## config.mk

```make
export PLATFORM = sky130hd
export DESIGN_NAME = multicycle_ctrl
export DESIGN_NICKNAME = d
export VERILOG_FILES = /design/src/rtl/mc_pkg.sv /design/src/rtl/multicycle_ctrl_imm_src_dec.sv /design/src/rtl/multicycle_ctrl.sv
export SDC_FILE = /design/constraint.sdc
export NUM_CORES = 1
export LEC_CHECK = 0
export BUFFER_PORTS_ARGS = -buffer_cell sky130_fd_sc_hd__buf_4
export CAP_MARGIN = 30
export CELL_PAD_IN_SITES_DETAIL_PLACEMENT = 1
export CELL_PAD_IN_SITES_GLOBAL_PLACEMENT = 1
export CORE_ASPECT_RATIO = 1.1
export CORE_MARGIN = 5
export CORE_UTILIZATION = 30
export CTS_CLUSTER_DIAMETER = 30
export DETAILED_ROUTE_END_ITERATION = 7
export GPL_TIMING_DRIVEN = 1
export HOLD_SLACK_MARGIN = 0.12
export PLACE_DENSITY_LB_ADDON = 0.1
export RECOVER_POWER = 25
export SLEW_MARGIN = 20
export SYNTH_ARGS = -nofsm -noshare
export SYNTH_HDL_FRONTEND = slang
export SYNTH_SLANG_ARGS = --single-unit
```

## constraint.sdc

```tcl
create_clock -name clk -period 1.7 [get_ports clk]
set_clock_uncertainty 0.1 [all_clocks]
set_input_delay 0.51 -clock clk [delete_from_list [all_inputs] [get_ports clk]]
set_output_delay 0.51 -clock clk [all_outputs]
set_load 0.005 [all_outputs]
```

## src/rtl/mc_pkg.sv

```systemverilog
// rtl/mc_pkg.sv - shared types and encodings for the multicycle RV32I control FSM
//
// Purpose: state enum, supported opcodes and the select/operation encodings
//          driven onto the shared datapath by multicycle_ctrl.
// Ports:   none (package).

package mc_pkg;

  typedef enum logic [3:0] {
    S_FETCH,
    S_DECODE,
    S_MEMADR,
    S_MEMREAD,
    S_MEMWB,
    S_MEMWRITE,
    S_EXECR,
    S_EXECI,
    S_ALUWB,
    S_BEQ,
    S_JAL,
    S_TRAP
  } mc_state_t;

  localparam logic [6:0] OP_LW  = 7'b0000011;
  localparam logic [6:0] OP_SW  = 7'b0100011;
  localparam logic [6:0] OP_R   = 7'b0110011;
  localparam logic [6:0] OP_I   = 7'b0010011;
  localparam logic [6:0] OP_BEQ = 7'b1100011;
  localparam logic [6:0] OP_JAL = 7'b1101111;

  // result_src
  localparam logic [1:0] RES_ALU_LATCH = 2'b00;
  localparam logic [1:0] RES_RDATA     = 2'b01;
  localparam logic [1:0] RES_ALU_OUT   = 2'b10;

  // alu_src_a
  localparam logic [1:0] SRCA_PC     = 2'b00;
  localparam logic [1:0] SRCA_OLD_PC = 2'b01;
  localparam logic [1:0] SRCA_RS1    = 2'b10;

  // alu_src_b
  localparam logic [1:0] SRCB_RS2  = 2'b00;
  localparam logic [1:0] SRCB_IMM  = 2'b01;
  localparam logic [1:0] SRCB_FOUR = 2'b10;

  // alu_op
  localparam logic [1:0] ALUOP_ADD   = 2'b00;
  localparam logic [1:0] ALUOP_SUB   = 2'b01;
  localparam logic [1:0] ALUOP_FUNCT = 2'b10;

  // imm_src
  localparam logic [1:0] IMM_I = 2'b00;
  localparam logic [1:0] IMM_S = 2'b01;
  localparam logic [1:0] IMM_B = 2'b10;
  localparam logic [1:0] IMM_J = 2'b11;

endpackage

```

## src/rtl/multicycle_ctrl_imm_src_dec.sv

```systemverilog
// rtl/multicycle_ctrl_imm_src_dec.sv - opcode to immediate-format select decoder
//
// Purpose: combinational decode of the instruction opcode into the immediate
//          generator format select; valid in every FSM state.
// Ports:   op      in  7  opcode field of the instruction register
//          imm_src out 2  immediate format (I/S/B/J)

module imm_src_dec
  import mc_pkg::*;
(
  input  logic [6:0] op,
  output logic [1:0] imm_src
);

  always_comb begin
    imm_src = IMM_I;
    case (op)
      OP_SW:   imm_src = IMM_S;
      OP_BEQ:  imm_src = IMM_B;
      OP_JAL:  imm_src = IMM_J;
      default: imm_src = IMM_I;
    endcase
  end

endmodule

```

## src/rtl/multicycle_ctrl.sv

```systemverilog
// rtl/multicycle_ctrl.sv - control FSM for the multicycle RV32I core
//
// Purpose: sequences the shared datapath through fetch/decode/execute/memory/
//          writeback for lw, sw, R-type, I-type ALU, beq and jal; stalls on
//          mem_ready and traps (sticky illegal_op) on unsupported opcodes.
// Ports:   clk, reset (async, active-high) ; op[6:0], zero, mem_ready in
//          pc_write, adr_src, mem_write, ir_write, reg_write     out enables/selects
//          result_src, alu_src_a, alu_src_b, alu_op, imm_src    out 2-bit selects
//          illegal_op                                           out sticky trap flag

module multicycle_ctrl
  import mc_pkg::*;
#(
  parameter bit RESET_TRAP_CLR = 1'b1  // only 1 is supported
) (
  input  logic       clk,
  input  logic       reset,
  input  logic [6:0] op,
  input  logic       zero,
  input  logic       mem_ready,
  output logic       pc_write,
  output logic       adr_src,
  output logic       mem_write,
  output logic       ir_write,
  output logic       reg_write,
  output logic [1:0] result_src,
  output logic [1:0] alu_src_a,
  output logic [1:0] alu_src_b,
  output logic [1:0] alu_op,
  output logic [1:0] imm_src,
  output logic       illegal_op
);

  mc_state_t r_state;
  mc_state_t w_next;
  logic      r_illegal_op;

  logic       w_pc_write, w_adr_src, w_mem_write, w_ir_write, w_reg_write;
  logic [1:0] w_result_src, w_alu_src_a, w_alu_src_b, w_alu_op;

  always_ff @(posedge clk or posedge reset) begin
    if (reset) begin
      r_state      <= S_FETCH;
      r_illegal_op <= !RESET_TRAP_CLR;
    end else begin
      r_state <= w_next;
      if (r_state == S_DECODE && w_next == S_TRAP) begin
        r_illegal_op <= 1'b1;
      end
    end
  end

  always_comb begin
    w_next       = r_state;
    w_pc_write   = 1'b0;
    w_adr_src    = 1'b0;
    w_mem_write  = 1'b0;
    w_ir_write   = 1'b0;
    w_reg_write  = 1'b0;
    w_result_src = RES_ALU_LATCH;
    w_alu_src_a  = SRCA_PC;
    w_alu_src_b  = SRCB_RS2;
    w_alu_op     = ALUOP_ADD;
    case (r_state)
      S_FETCH: begin
        // PC+4 is computed and loaded in the same cycle the fetch completes
        w_alu_src_b  = SRCB_FOUR;
        w_result_src = RES_ALU_OUT;
        w_ir_write   = mem_ready;
        w_pc_write   = mem_ready;
        if (mem_ready) w_next = S_DECODE;
      end
      S_DECODE: begin
        // ALU precomputes the branch target from the old PC
        w_alu_src_a = SRCA_OLD_PC;
        w_alu_src_b = SRCB_IMM;
        case (op)
          OP_LW, OP_SW: w_next = S_MEMADR;
          OP_R:         w_next = S_EXECR;
          OP_I:         w_next = S_EXECI;
          OP_BEQ:       w_next = S_BEQ;
          OP_JAL:       w_next = S_JAL;
          default:      w_next = S_TRAP;
        endcase
      end
      S_MEMADR: begin
        w_alu_src_a = SRCA_RS1;
        w_alu_src_b = SRCB_IMM;
        w_next      = (op == OP_SW) ? S_MEMWRITE : S_MEMREAD;
      end
      S_MEMREAD: begin
        w_adr_src = 1'b1;
        if (mem_ready) w_next = S_MEMWB;
      end
      S_MEMWB: begin
        w_result_src = RES_RDATA;
        w_reg_write  = 1'b1;
        w_next       = S_FETCH;
      end
      S_MEMWRITE: begin
        w_adr_src   = 1'b1;
        w_mem_write = 1'b1;
        if (mem_ready) w_next = S_FETCH;
      end
      S_EXECR: begin
        w_alu_src_a = SRCA_RS1;
        w_alu_op    = ALUOP_FUNCT;
        w_next      = S_ALUWB;
      end
      S_EXECI: begin
        w_alu_src_a = SRCA_RS1;
        w_alu_src_b = SRCB_IMM;
        w_alu_op    = ALUOP_FUNCT;
        w_next      = S_ALUWB;
      end
      S_ALUWB: begin
        w_reg_write = 1'b1;
        w_next      = S_FETCH;
      end
      S_BEQ: begin
        // target already sits in the ALU latch from DECODE
        w_alu_src_a = SRCA_RS1;
        w_alu_op    = ALUOP_SUB;
        w_pc_write  = zero;
        w_next      = S_FETCH;
      end
      S_JAL: begin
        // ALU latch holds the target; ALU forms old PC + 4 as the link value
        w_alu_src_a = SRCA_OLD_PC;
        w_alu_src_b = SRCB_FOUR;
        w_pc_write  = 1'b1;
        w_next      = S_ALUWB;
      end
      S_TRAP: w_next = S_TRAP;
      default: w_next = S_FETCH;
    endcase
  end

  imm_src_dec u_imm_src_dec (
    .op      (op),
    .imm_src (imm_src)
  );

  // write enables are gated so nothing commits while reset is held
  assign pc_write   = w_pc_write  & ~reset;
  assign ir_write   = w_ir_write  & ~reset;
  assign mem_write  = w_mem_write & ~reset;
  assign reg_write  = w_reg_write & ~reset;
  assign adr_src    = w_adr_src;
  assign result_src = w_result_src;
  assign alu_src_a  = w_alu_src_a;
  assign alu_src_b  = w_alu_src_b;
  assign alu_op     = w_alu_op;
  assign illegal_op = r_illegal_op;

endmodule

```

==> flow_metrics.env, run 1 <==
export IMPL_start_util_pct=30.4
export IMPL_repair_timing_grt_worst_ep="alu_src_a[1]"
export IMPL_syn_num_nets=95
export IMPL_ys_seq_area_share_pct=21.0
export IMPL_synthCells=84
export IMPL_placed_cells=169
export IMPL_ys_ff_latch=5
export IMPL_synth_distinct_cells=36
export IMPL_lastStage="global routing"
export IMPL_cts_buffers=3
export IMPL_syn_area_per_cell_um2=7.09
export IMPL_cts_root_buf="clkbuf_4"
export IMPL_portBuffers=26
export IMPL_antenna_found_initial=0
export IMPL_yosysWarningCount=0
export IMPL_clock_path_buffers=2
export IMPL_dp_hpwl_um=2000
export IMPL_cts_htree_levels=1
export IMPL_grt_max_degree=12
export IMPL_status="aborted with a tool error"
export IMPL_worstEndpointType="output port"
export IMPL_dieWidth_um=52.5
export IMPL_rows=17
export IMPL_stop_error="[ERROR DPL-0033] detailed placement checks failed during check placement."
export IMPL_syn_area_um2=596
export IMPL_io_pins=27
export IMPL_chipHeight_um=56.7
export IMPL_clkSinkCount=5
export IMPL_cts_hold_fix_buffers=0
export IMPL_place_congestion=0.828
-- synthesized netlist by cell type --
cell | instances | share of area, %
buf_2 | 1 | 0.84
or2_1 | 1 | 1.1
nand2_1 | 5 | 3.2
nor4_2 | 1 | 2.1
a22oi_1 | 2 | 2.5
and3_1 | 1 | 1.1
inv_1 | 3 | 1.9
o311a_1 | 1 | 1.7
xor2_1 | 1 | 1.5
nor3_1 | 7 | 5.9
a211oi_1 | 1 | 1.3
nand2b_1 | 7 | 7.4
o22ai_1 | 2 | 2.1
nand4_1 | 1 | 1.1
o21ai_1 | 1 | 0.84
and2b_2 | 1 | 1.5
clkbuf_1 | 3 | 1.9
a21oi_1 | 6 | 5.0
a311o_1 | 1 | 1.7
nor4_1 | 3 | 3.2
nand4b_1 | 1 | 1.5
dfrtp_1 | 5 | 21
or3_1 | 2 | 2.1
a21boi_0 | 1 | 1.3
nor3b_1 | 3 | 3.8
buf_1 | 1 | 0.63
or2b_1 | 1 | 1.3
nand3_1 | 1 | 0.84
nand3b_1 | 1 | 1.3
nor2_1 | 8 | 5.0
a2111oi_0 | 1 | 1.5
or2_2 | 1 | 1.1
nor2b_1 | 4 | 4.2
a221o_1 | 1 | 1.7
a21o_1 | 2 | 2.5
xnor2_1 | 2 | 2.9
-- per-stage QoR --
step / area, um2 / setup WS, ns
4_1_cts: 1310 / -0.320
2_1_floorplan: 601 / -0.00316
3_5_place_dp: 1080 / -0.216
3_3_place_gp: 1080 / -0.189
-- timing repair --
item,in CTS
pin swaps,9
resized for setup,31
buffers inserted,9
endpoints found under the setup margin,15
-- cell families after synthesis --
family | synth area share [%]
xor gates and xnor gates | 4.41
buffers and inverters | 5.25
AOI/OAI and AO/OA | 22.1
and+or+nand+nor | 47.3
DFF | 21.0
==> run 2: changes to the inputs <==
--- a/config.mk
+++ b/config.mk
@@ -7,16 +7,11 @@
 export LEC_CHECK = 0
 export BUFFER_PORTS_ARGS = -buffer_cell sky130_fd_sc_hd__buf_4
 export CAP_MARGIN = 30
-export CELL_PAD_IN_SITES_DETAIL_PLACEMENT = 1
-export CELL_PAD_IN_SITES_GLOBAL_PLACEMENT = 1
-export CORE_ASPECT_RATIO = 1.1
-export CORE_MARGIN = 5
-export CORE_UTILIZATION = 30
-export CTS_CLUSTER_DIAMETER = 30
+export CORE_AREA = 5 5 66 68
 export DETAILED_ROUTE_END_ITERATION = 7
+export DIE_AREA = 0 0 71 73
 export GPL_TIMING_DRIVEN = 1
-export HOLD_SLACK_MARGIN = 0.12
-export PLACE_DENSITY_LB_ADDON = 0.1
+export PLACE_DENSITY_LB_ADDON = 0.15
 export RECOVER_POWER = 25
 export SLEW_MARGIN = 20
 export SYNTH_ARGS = -nofsm -noshare
==> run 2 against run 1 <==
Against the previous run:
- the flow now finishes, with violations (setup timing)
- synthesized cell count is the same
- synthesized area is the same
==> flow_metrics.env, run 2 <==
export IMPL_final_cell_mix="buf_4, buf_6, nand2b_1"
export IMPL_power_density_nw_per_um2=1480
export IMPL_fmax_mhz=503
export IMPL_antenna_cells=0
export IMPL_io_pins=27
export IMPL_cap_violations=0
export IMPL_worst_path_max_delay_cell="dfrtp_2"
export IMPL_synth_common_cells="nor2_1, nand2b_1, nor3_1, a21oi_1"
export IMPL_setup_viol=16
export IMPL_placed_cell_area_um2=1140
export IMPL_vdd_ir_drop_max_mv=0.368
export IMPL_synth_most_common_cell="nor2_1"
export IMPL_worstSetupPathType="register to output port"
export IMPL_finalInstanceArea_um2=1520
export IMPL_core_area_um2=3800
export IMPL_finalHoldViolCount=0
export IMPL_rsz0062_at_grt="yes"
export IMPL_multiInputGateArea_um2=607
export IMPL_synthCells=84
export IMPL_rows=23
export IMPL_area_delta_synth_final_pct=155
export IMPL_dieWidth_um=71
export IMPL_antenna_found_initial=0
export IMPL_ys_seq_area_share_pct=21.0
export IMPL_regMostFlops="r_state"
export IMPL_synth_async_reset_ratio_pct=100
export IMPL_final_common_cell="buf_4"
export IMPL_dr_first_iter_drc_count=23
export IMPL_start_util_pct=15.7
export IMPL_status="complete, but fails checks"
export IMPL_cp_slowest_stage_delay_ns=0.47
export IMPL_synth_distinct_cells=36
export IMPL_finalCriticalPeriod_ns=1.99
export IMPL_largest_reg_flops=4
export IMPL_grt_pass1_wl_um=3880
export IMPL_final_setup_tns_ns=-3.21
export IMPL_syn_area_um2=596
export IMPL_min_period_over_period_pct=117
export IMPL_firstDrtPassIters=4
export IMPL_synth_area_top_cells="dfrtp_1, nand2b_1, nor3_1"
export IMPL_clock_path_buffers=2
export IMPL_worst_setup_path_start_kind="register"
export IMPL_crit_chain="nor2b_4, a21o_1, a21oi_2, nor3_2, buf_4"
export IMPL_drc_errors=0
export IMPL_ant_nets=0
export IMPL_cts_hold_fix_buffers=0
export IMPL_p_leak_nw=0.679
export IMPL_regArea_um2=129
export IMPL_whs_ns=0.274
export IMPL_portBuffers=26
export IMPL_dp_hpwl_um=1830
export IMPL_insertion_delay_ns=0.22
export IMPL_grt_max_degree=11
export IMPL_worst_slack_ns=-0.286
export IMPL_hold_path_class="input pin to asynchronous set/reset pin"
export IMPL_clkTransAtPathRegs_ns=0.04
export IMPL_die_area_um2=5180
export IMPL_grt_usage_pct=9.33
export IMPL_wl_per_cell_um=11.7
export IMPL_grt_pass1_vias=861
export IMPL_r2r_start="r_state[0]"
export IMPL_wl_um=2450
export IMPL_critPathLaunch="r_state[0]"
export IMPL_yosysWarningCount=0
export IMPL_ys_flop_type="dfrtp_1"
export IMPL_cp_end_kind="output port"
export IMPL_fillers=394
export IMPL_clkSinkCount=5
export IMPL_detail_route_vias_per_cell=4.26
export IMPL_place_congestion=0.775
export IMPL_yosysTopAreaCell="dfrtp_1"
export IMPL_worst_ep_required_time_ns=1.09
export IMPL_vias=891
export IMPL_syn_num_nets=95
export IMPL_nets=171
export IMPL_syn_area_per_cell_um2=7.09
export IMPL_synth_edf_count=0
export IMPL_ys_ff_latch=5
export IMPL_cts_tree="done"
export IMPL_grt_overflow=0
export IMPL_final_util_pct=40.1
export IMPL_post_synth_top_area_fraction_pct=21.0
export IMPL_report_final_slew_viol_count=0
export IMPL_cts_buffers=3
export IMPL_worstPathArrival_ns=1.38
export IMPL_violations="setup timing"
export IMPL_cts_htree_levels=1
export IMPL_drive_gt1_share_pct=69.2
export IMPL_chipHeight_um=73
export IMPL_worst_pin_slew_ns=0.455
export IMPL_crit_fanout=7
export IMPL_slew_headroom_pct=69.7
export IMPL_cts_root_buf="clkbuf_8"
==> run 2: cell families (layout without fill, tap and decap cells) <==
family	after synthesis	in the layout	share of synthesized area (%)
flip-flops	5	5	21.0
buffers and inverters	8	83	5.25
XOR/XNOR	3	3	4.41
AND/OR/NAND/NOR	49	49	47.3
AO/OA/AOI/OAI	19	19	22.1
==> run 2: path summary, 6_finish.rpt <==
check,to,slack [ns],cells past startpoint
worst max-delay path,pc_write,-0.29,5
worst min-delay path,r_state[3],0.27,2
worst max register to register,illegal_op,0.08,5
worst min register to register,illegal_op,0.36,1
max in group asynchronous,r_state[0],1.03,2
min in group clk,illegal_op,0.36,1
==> run 2: critical path, delay by kind of cell (launching register included) <==
kind	cells	cell delay (ns)
compound gates	2	0.32
buf+inv	1	0.15
flops	1	0.47
simple gates	2	0.21
==> run 2: stage by stage <==
stage	cells	total power, mW	setup slack [ns]
6_report	209	2.25	-0.286
4_1_cts	205	2.03	-0.282
3_5_place_dp	193	1.49	-0.219
3_3_place_gp	193	1.50	-0.212
2_1_floorplan	84	0.791	-0.00316
5_1_grt	209	2.44	-0.352
==> run 2: layer usage <==
layer  global-route usage [%]  wire length [um]  vias to the layer above  part of all wire, %
li1                         -                 -                      458                    -
met1                     10.8              1030                      405                   42
met2                     16.8              1230                       26                   50
met3                     3.03               169                        2                  6.9
met4                     1.88                17                        0                 0.70
met5                        0                 0                        -                    0
==> run 2: area by class of cell <==
type                    count  share of cell area [%]
well taps                  50                    4.11
repair buffers             76                    43.8
flip-flops and latches      5                    8.47
inverters                   3                   0.740
multi-input cells          71                    39.9
clock buffers               4                    2.96
==> run 2: what timing repair did <==
item	4_1_cts	5_1_grt
endpoints found under the setup margin	16	16
gates resized for setup	36	25
buffers inserted	7	4
pin swaps	14	7
gates cloned	1	0
==> run 2: power by group <==
part | switching (mW) | internal [mW]
Clock | 0.0554 | 0.161
Sequential | 0.103 | 0.180
Combinational | 0.692 | 1.06
Power figures use the tool's default switching activity.
==> run 3: changes to the inputs <==
--- a/config.mk
+++ b/config.mk
@@ -8,6 +8,7 @@
 export BUFFER_PORTS_ARGS = -buffer_cell sky130_fd_sc_hd__buf_4
 export CAP_MARGIN = 30
 export CORE_AREA = 5 5 66 68
+export CTS_BUF_LIST = sky130_fd_sc_hd__clkbuf_8 sky130_fd_sc_hd__clkbuf_16
 export DETAILED_ROUTE_END_ITERATION = 7
 export DIE_AREA = 0 0 71 73
 export GPL_TIMING_DRIVEN = 1
==> run 3 against run 2 <==
Against the previous run:
- the flow still finishes with violations (setup timing)
- critical path depth stayed put
- sequential cell count unchanged
- count of clock-buffer cells in the layout shrank 1
- worst setup slack stayed put
- core utilization stayed put
==> flow_metrics.env, run 3 (synthesis results as in run 2) <==
export IMPL_status="complete, but fails checks"
export IMPL_violations="setup timing"
export IMPL_grt_usage_pct=9.33
export IMPL_grt_max_degree=11
export IMPL_power_internal_mw=1.40
export IMPL_portBuffers=26
export IMPL_final_common_cell="buf_4"
export IMPL_swShare_pct=37.9
export IMPL_reg2reg_slack_ns=0.08
export IMPL_grt_pass1_vias=861
export IMPL_slew_headroom_pct=69.7
export IMPL_worstSetupPathType="register to output port"
export IMPL_worst_path_max_delay_cell="dfrtp_2"
export IMPL_cts_htree_levels=1
export IMPL_die_area_um2=5180
export IMPL_p_comb_share_pct=78.0
export IMPL_dieWidth_um=71
export IMPL_grt_pass1_wl_um=3880
export IMPL_rows=23
export IMPL_wl_per_cell_um=11.7
export IMPL_wl_um=2450
export IMPL_top_usage_layer="met2"
export IMPL_grt_overflow=0
export IMPL_cts_root_buf="clkbuf_8"
export IMPL_clkTransAtPathRegs_ns=0.04
export IMPL_place_ws_ns=-0.219
export IMPL_vias=891
export IMPL_crit_chain="nor2b_4, a21o_1, a21oi_2, nor3_2, buf_4"
export IMPL_dr_first_iter_drc_count=23
export IMPL_core_area_um2=3800
export IMPL_power_density_nw_per_um2=1480
export IMPL_worst_pin_slew_ns=0.455
export IMPL_seqPwrFrac_pct=12.6
export IMPL_worst_slack_ns=-0.286
export IMPL_cp_depth=5
export IMPL_p_leak_nw=0.683
export IMPL_drive_gt1_share_pct=69.2
export IMPL_critPathLaunch="r_state[0]"
export IMPL_worst_ep_required_time_ns=1.09
export IMPL_final_setup_tns_ns=-3.21
export IMPL_finalCriticalPeriod_ns=1.99
export IMPL_setup_viol=16
export IMPL_grt_util_met1_pct=10.8
export IMPL_detail_route_vias_per_cell=4.26
export IMPL_drc_errors=0
export IMPL_ant_nets=0
export IMPL_cap_violations=0
export IMPL_report_final_slew_viol_count=0
export IMPL_final_cells=209
export IMPL_clkSinkCount=5
export IMPL_cts_hold_fix_buffers=0
export IMPL_antenna_cells=0
export IMPL_finalHoldViolCount=0
export IMPL_cp_top_family="flip-flops"
export IMPL_power_mw=2.25
export IMPL_io_pins=27
export IMPL_final_cell_mix="buf_4, buf_6, nand2b_1"
export IMPL_clock_path_buffers=2
export IMPL_regMostFlops="r_state"
export IMPL_hold_path_class="input pin to asynchronous set/reset pin"
export IMPL_worstPathArrival_ns=1.38
export IMPL_start_util_pct=15.7
export IMPL_vdd_ir_drop_max_mv=0.368
export IMPL_cp_end_kind="output port"
export IMPL_placed_cells=193
export IMPL_chipHeight_um=73
export IMPL_cp_num_buf_inv=1
export IMPL_use_met2_pct=16.8
export IMPL_cp_slowest_stage_delay_ns=0.47
export IMPL_crit_fanout=7
export IMPL_min_period_over_period_pct=117
export IMPL_nets=171
export IMPL_reg2reg_to="illegal_op"
export IMPL_gr_usage_met3_pct=3.03
export IMPL_p_clk_share_pct=9.4
export IMPL_r2r_start="r_state[0]"
export IMPL_reg2reg_depth=5
export IMPL_power_switching_mw=0.851
export IMPL_worst_setup_path_start_kind="register"
export IMPL_firstDrtPassIters=4
export IMPL_crit_path_end="pc_write"
export IMPL_cts_tree="done"
export IMPL_fmax_mhz=503
export IMPL_largest_reg_flops=4
export IMPL_rsz0062_at_grt="yes"
export IMPL_insertion_delay_ns=0.22
export IMPL_cts_buffers=3
export IMPL_place_congestion=0.775
export IMPL_dp_hpwl_um=1830
export IMPL_antenna_found_initial=0
export IMPL_area_delta_synth_final_pct=155
-- run 3: cell count changes in the layout (fill, tap and decap cells not counted) --
cell      change
inv_1         +1
clkbuf_1      -1
-- run 3: power groups by stage --
stage	sequential, mW	combinational (mW)	clock (mW)
after detailed placement	0.255	1.24	0
after CTS	0.274	1.53	0.219
after global placement	0.255	1.24	0
after floorplan	0.207	0.584	0
final	0.283	1.75	0.210
after global routing	0.292	1.91	0.231
-- run 3: worst min-delay path by stage --
stage	from	end	slack (ns)
5_1_grt	reset	r_state[3]	0.30
2_1_floorplan	reset	illegal_op	0.19
3_5_place_dp	illegal_op	illegal_op	0.35
6_report	reset	r_state[3]	0.27
4_1_cts	reset	r_state[3]	0.14
3_3_place_gp	illegal_op	illegal_op	0.35
-- run 3: final cells by class --
type                       instances  area (um2)
clock buffer                       3        41.3
clock inverter                     1        3.75
fill                             394        2280
inverter                           3        11.3
multi-input combinational         71         607
sequential                         5         129
tap                               50        62.6
timing repair buffer              76         667
-- run 3: stage by stage --
stage	area (um2)	utilization [%]	hold slack [ns]
3_3_place_gp	1140	29.9	0.348
6_report	1520	40.1	0.273
3_5_place_dp	1140	29.9	0.354
2_1_floorplan	601	-	0.189
4_1_cts	1380	36.4	0.137
5_1_grt	1520	40.1	0.301
-- run 3: what timing repair did --
item	4_1_cts	5_1_grt
endpoints found under the setup margin	16	16
buffers inserted	7	4
pin swaps	14	7
resized for setup	36	25
gates cloned	1	0
-- run 3: routing by layer --
layer  share of wire (%)  wire (um)
met5                   0          0
met1                  42       1030
met4                0.70         17
met3                 6.9        169
met2                  50       1230
==> run 4: changes to the inputs <==
--- a/config.mk
+++ b/config.mk
@@ -12,7 +12,6 @@
 export DETAILED_ROUTE_END_ITERATION = 7
 export DIE_AREA = 0 0 71 73
 export GPL_TIMING_DRIVEN = 1
-export PLACE_DENSITY_LB_ADDON = 0.15
 export RECOVER_POWER = 25
 export SLEW_MARGIN = 20
 export SYNTH_ARGS = -nofsm -noshare
==> run 4 against run 3 <==
Against the previous run:
- the flow still finishes with violations (setup timing)
- sequential cell count did not move
- clock power barely moved
- global-route usage rose by 0.16 points
- sequential share of layout area fell by 0.70 points
- critical path depth rose by 1
- first-iteration DRC count rose by 26%
- total power rose by 12%
- cell count rose by 3.3%
- wire length rose by 7.6%
- hold slack got worse by 0.13 ns
- count of clock-buffer cells in the layout did not move
- core utilization rose by 3.2 points
- largest cell class unchanged
- highest routed layer is now met3
==> flow_metrics.env, run 4 (synthesis results as in run 2) <==
export IMPL_slew_headroom_pct=80.7
export IMPL_cts_htree_levels=1
export IMPL_place_ws_ns=-0.197
export IMPL_dieWidth_um=71
export IMPL_reg2reg_slack_ns=0
export IMPL_grt_overflow=0
export IMPL_grt_usage_pct=9.49
export IMPL_largest_reg_flops=4
export IMPL_worstSetupPathType="register to output port"
export IMPL_regMostFlops="r_state"
export IMPL_power_internal_mw=1.55
export IMPL_worst_setup_path_start_kind="register"
export IMPL_dr_first_iter_drc_count=29
export IMPL_p_clk_share_pct=8.4
export IMPL_area_delta_synth_final_pct=176
export IMPL_vias=930
export IMPL_power_density_nw_per_um2=1530
export IMPL_antenna_cells=0
export IMPL_detail_route_vias_per_cell=4.31
export IMPL_grt_max_degree=8
export IMPL_cts_tree="done"
export IMPL_cp_end_kind="output port"
export IMPL_vdd_ir_drop_max_mv=0.508
export IMPL_worstPathArrival_ns=1.36
export IMPL_cts_buffers=3
export IMPL_worst_pin_slew_ns=0.288
export IMPL_cp_slowest_stage_delay_ns=0.47
export IMPL_report_final_slew_viol_count=0
export IMPL_ant_nets=0
export IMPL_die_area_um2=5180
export IMPL_nets=178
export IMPL_power_switching_mw=0.961
export IMPL_cp_top_family="flip-flops"
export IMPL_finalHoldViolCount=0
export IMPL_wl_per_cell_um=12.2
export IMPL_hold_path_class="input pin to asynchronous set/reset pin"
export IMPL_seqPwrFrac_pct=10.5
export IMPL_p_comb_share_pct=81.1
export IMPL_status="complete, but fails checks"
export IMPL_dp_hpwl_um=1660
export IMPL_timing_critical_path_mode_cell="buf_4"
export IMPL_min_period_over_period_pct=116
export IMPL_start_util_pct=15.7
export IMPL_clkTransAtPathRegs_ns=0.04
export IMPL_grt_pass1_vias=918
export IMPL_grt_pass1_wl_um=4000
export IMPL_wl_um=2630
export IMPL_violations="setup timing"
export IMPL_core_area_um2=3800
export IMPL_placed_cell_area_um2=1120
export IMPL_crit_fanout=6
export IMPL_swShare_pct=38.2
export IMPL_finalCriticalPeriod_ns=1.97
export IMPL_insertion_delay_ns=0.22
export IMPL_cp_num_buf_inv=3
export IMPL_worst_path_max_delay_cell="dfrtp_2"
export IMPL_cts_root_buf="clkbuf_8"
export IMPL_portBuffers=26
export IMPL_cts_hold_fix_buffers=0
export IMPL_io_pins=27
export IMPL_fmax_mhz=507
export IMPL_place_congestion=0.790
export IMPL_finalInstanceArea_um2=1640
export IMPL_crit_chain="nor2b_4, buf_4, buf_6, a21oi_2, nor2_1, buf_4"
export IMPL_drc_errors=0
export IMPL_rows=23
export IMPL_final_cell_mix="buf_4, buf_6, buf_8"
export IMPL_p_leak_nw=0.742
export IMPL_whs_ns=0.147
export IMPL_rsz0062_at_grt="yes"
export IMPL_power_mw=2.51
export IMPL_final_common_cell="buf_4"
export IMPL_cap_violations=0
export IMPL_clkSinkCount=5
export IMPL_drive_gt1_share_pct=73.5
export IMPL_worst_slack_ns=-0.272
export IMPL_firstDrtPassIters=4
export IMPL_antenna_found_initial=0
export IMPL_chipHeight_um=73
export IMPL_worst_ep_required_time_ns=1.09
export IMPL_setup_viol=16
export IMPL_clock_path_buffers=2
==> run 4: per-stage QoR <==
stage	std cells	TNS (ns)	util, %
2_1_floorplan	84	-0.00316	-
3_3_place_gp	192	-1.61	29.4
3_5_place_dp	192	-1.45	29.4
4_1_cts	209	-2.69	38.5
5_1_grt	216	-3.84	43.2
6_report	216	-2.79	43.2
==> run 4: path summary, 6_finish.rpt <==
path	depth (start not counted)	endpoint	from
setup reg to reg	7	illegal_op	r_state[1]
setup / recovery	6	alu_src_a[0]	r_state[1]
max in group asynchronous	2	r_state[1]	reset
min in group clk	1	illegal_op	illegal_op
hold / removal	2	r_state[2]	reset
hold reg to reg	1	illegal_op	illegal_op
==> run 4: what timing repair did <==
item / 4_1_cts / 5_1_grt
buffers inserted: 13 / 7
gates cloned: 0 / 0
resized for setup: 51 / 27
setup endpoints to repair: 15 / 16
pin swaps: 10 / 9
==> run 4: layout make-up <==
type                    count  area (um2)
flip-flops and latches      5         128
inverters                   3        13.8
fillers                   377        2160
repair buffers             83         736
well taps                  50        62.6
multi-input cells          71         658
clock buffers               3        41.3
clock inverters             1        3.75
==> run 4: metal layers <==
metal  track usage, %  vias up  share of wire, %
met5                0        -                 0
met4             1.88        0                 0
met3             2.48        0               4.3
met2             16.9       22                54
met1             11.6      434                41
li1                 -      474                 -
==> run 4: power groups by stage <==
stage	clock network [mW]	logic (mW)	registers, mW
after global placement	0	1.18	0.256
after floorplan	0	0.584	0.207
after detailed placement	0	1.19	0.254
final	0.211	2.04	0.263
after global routing	0.231	2.18	0.274
after CTS	0.219	1.71	0.254
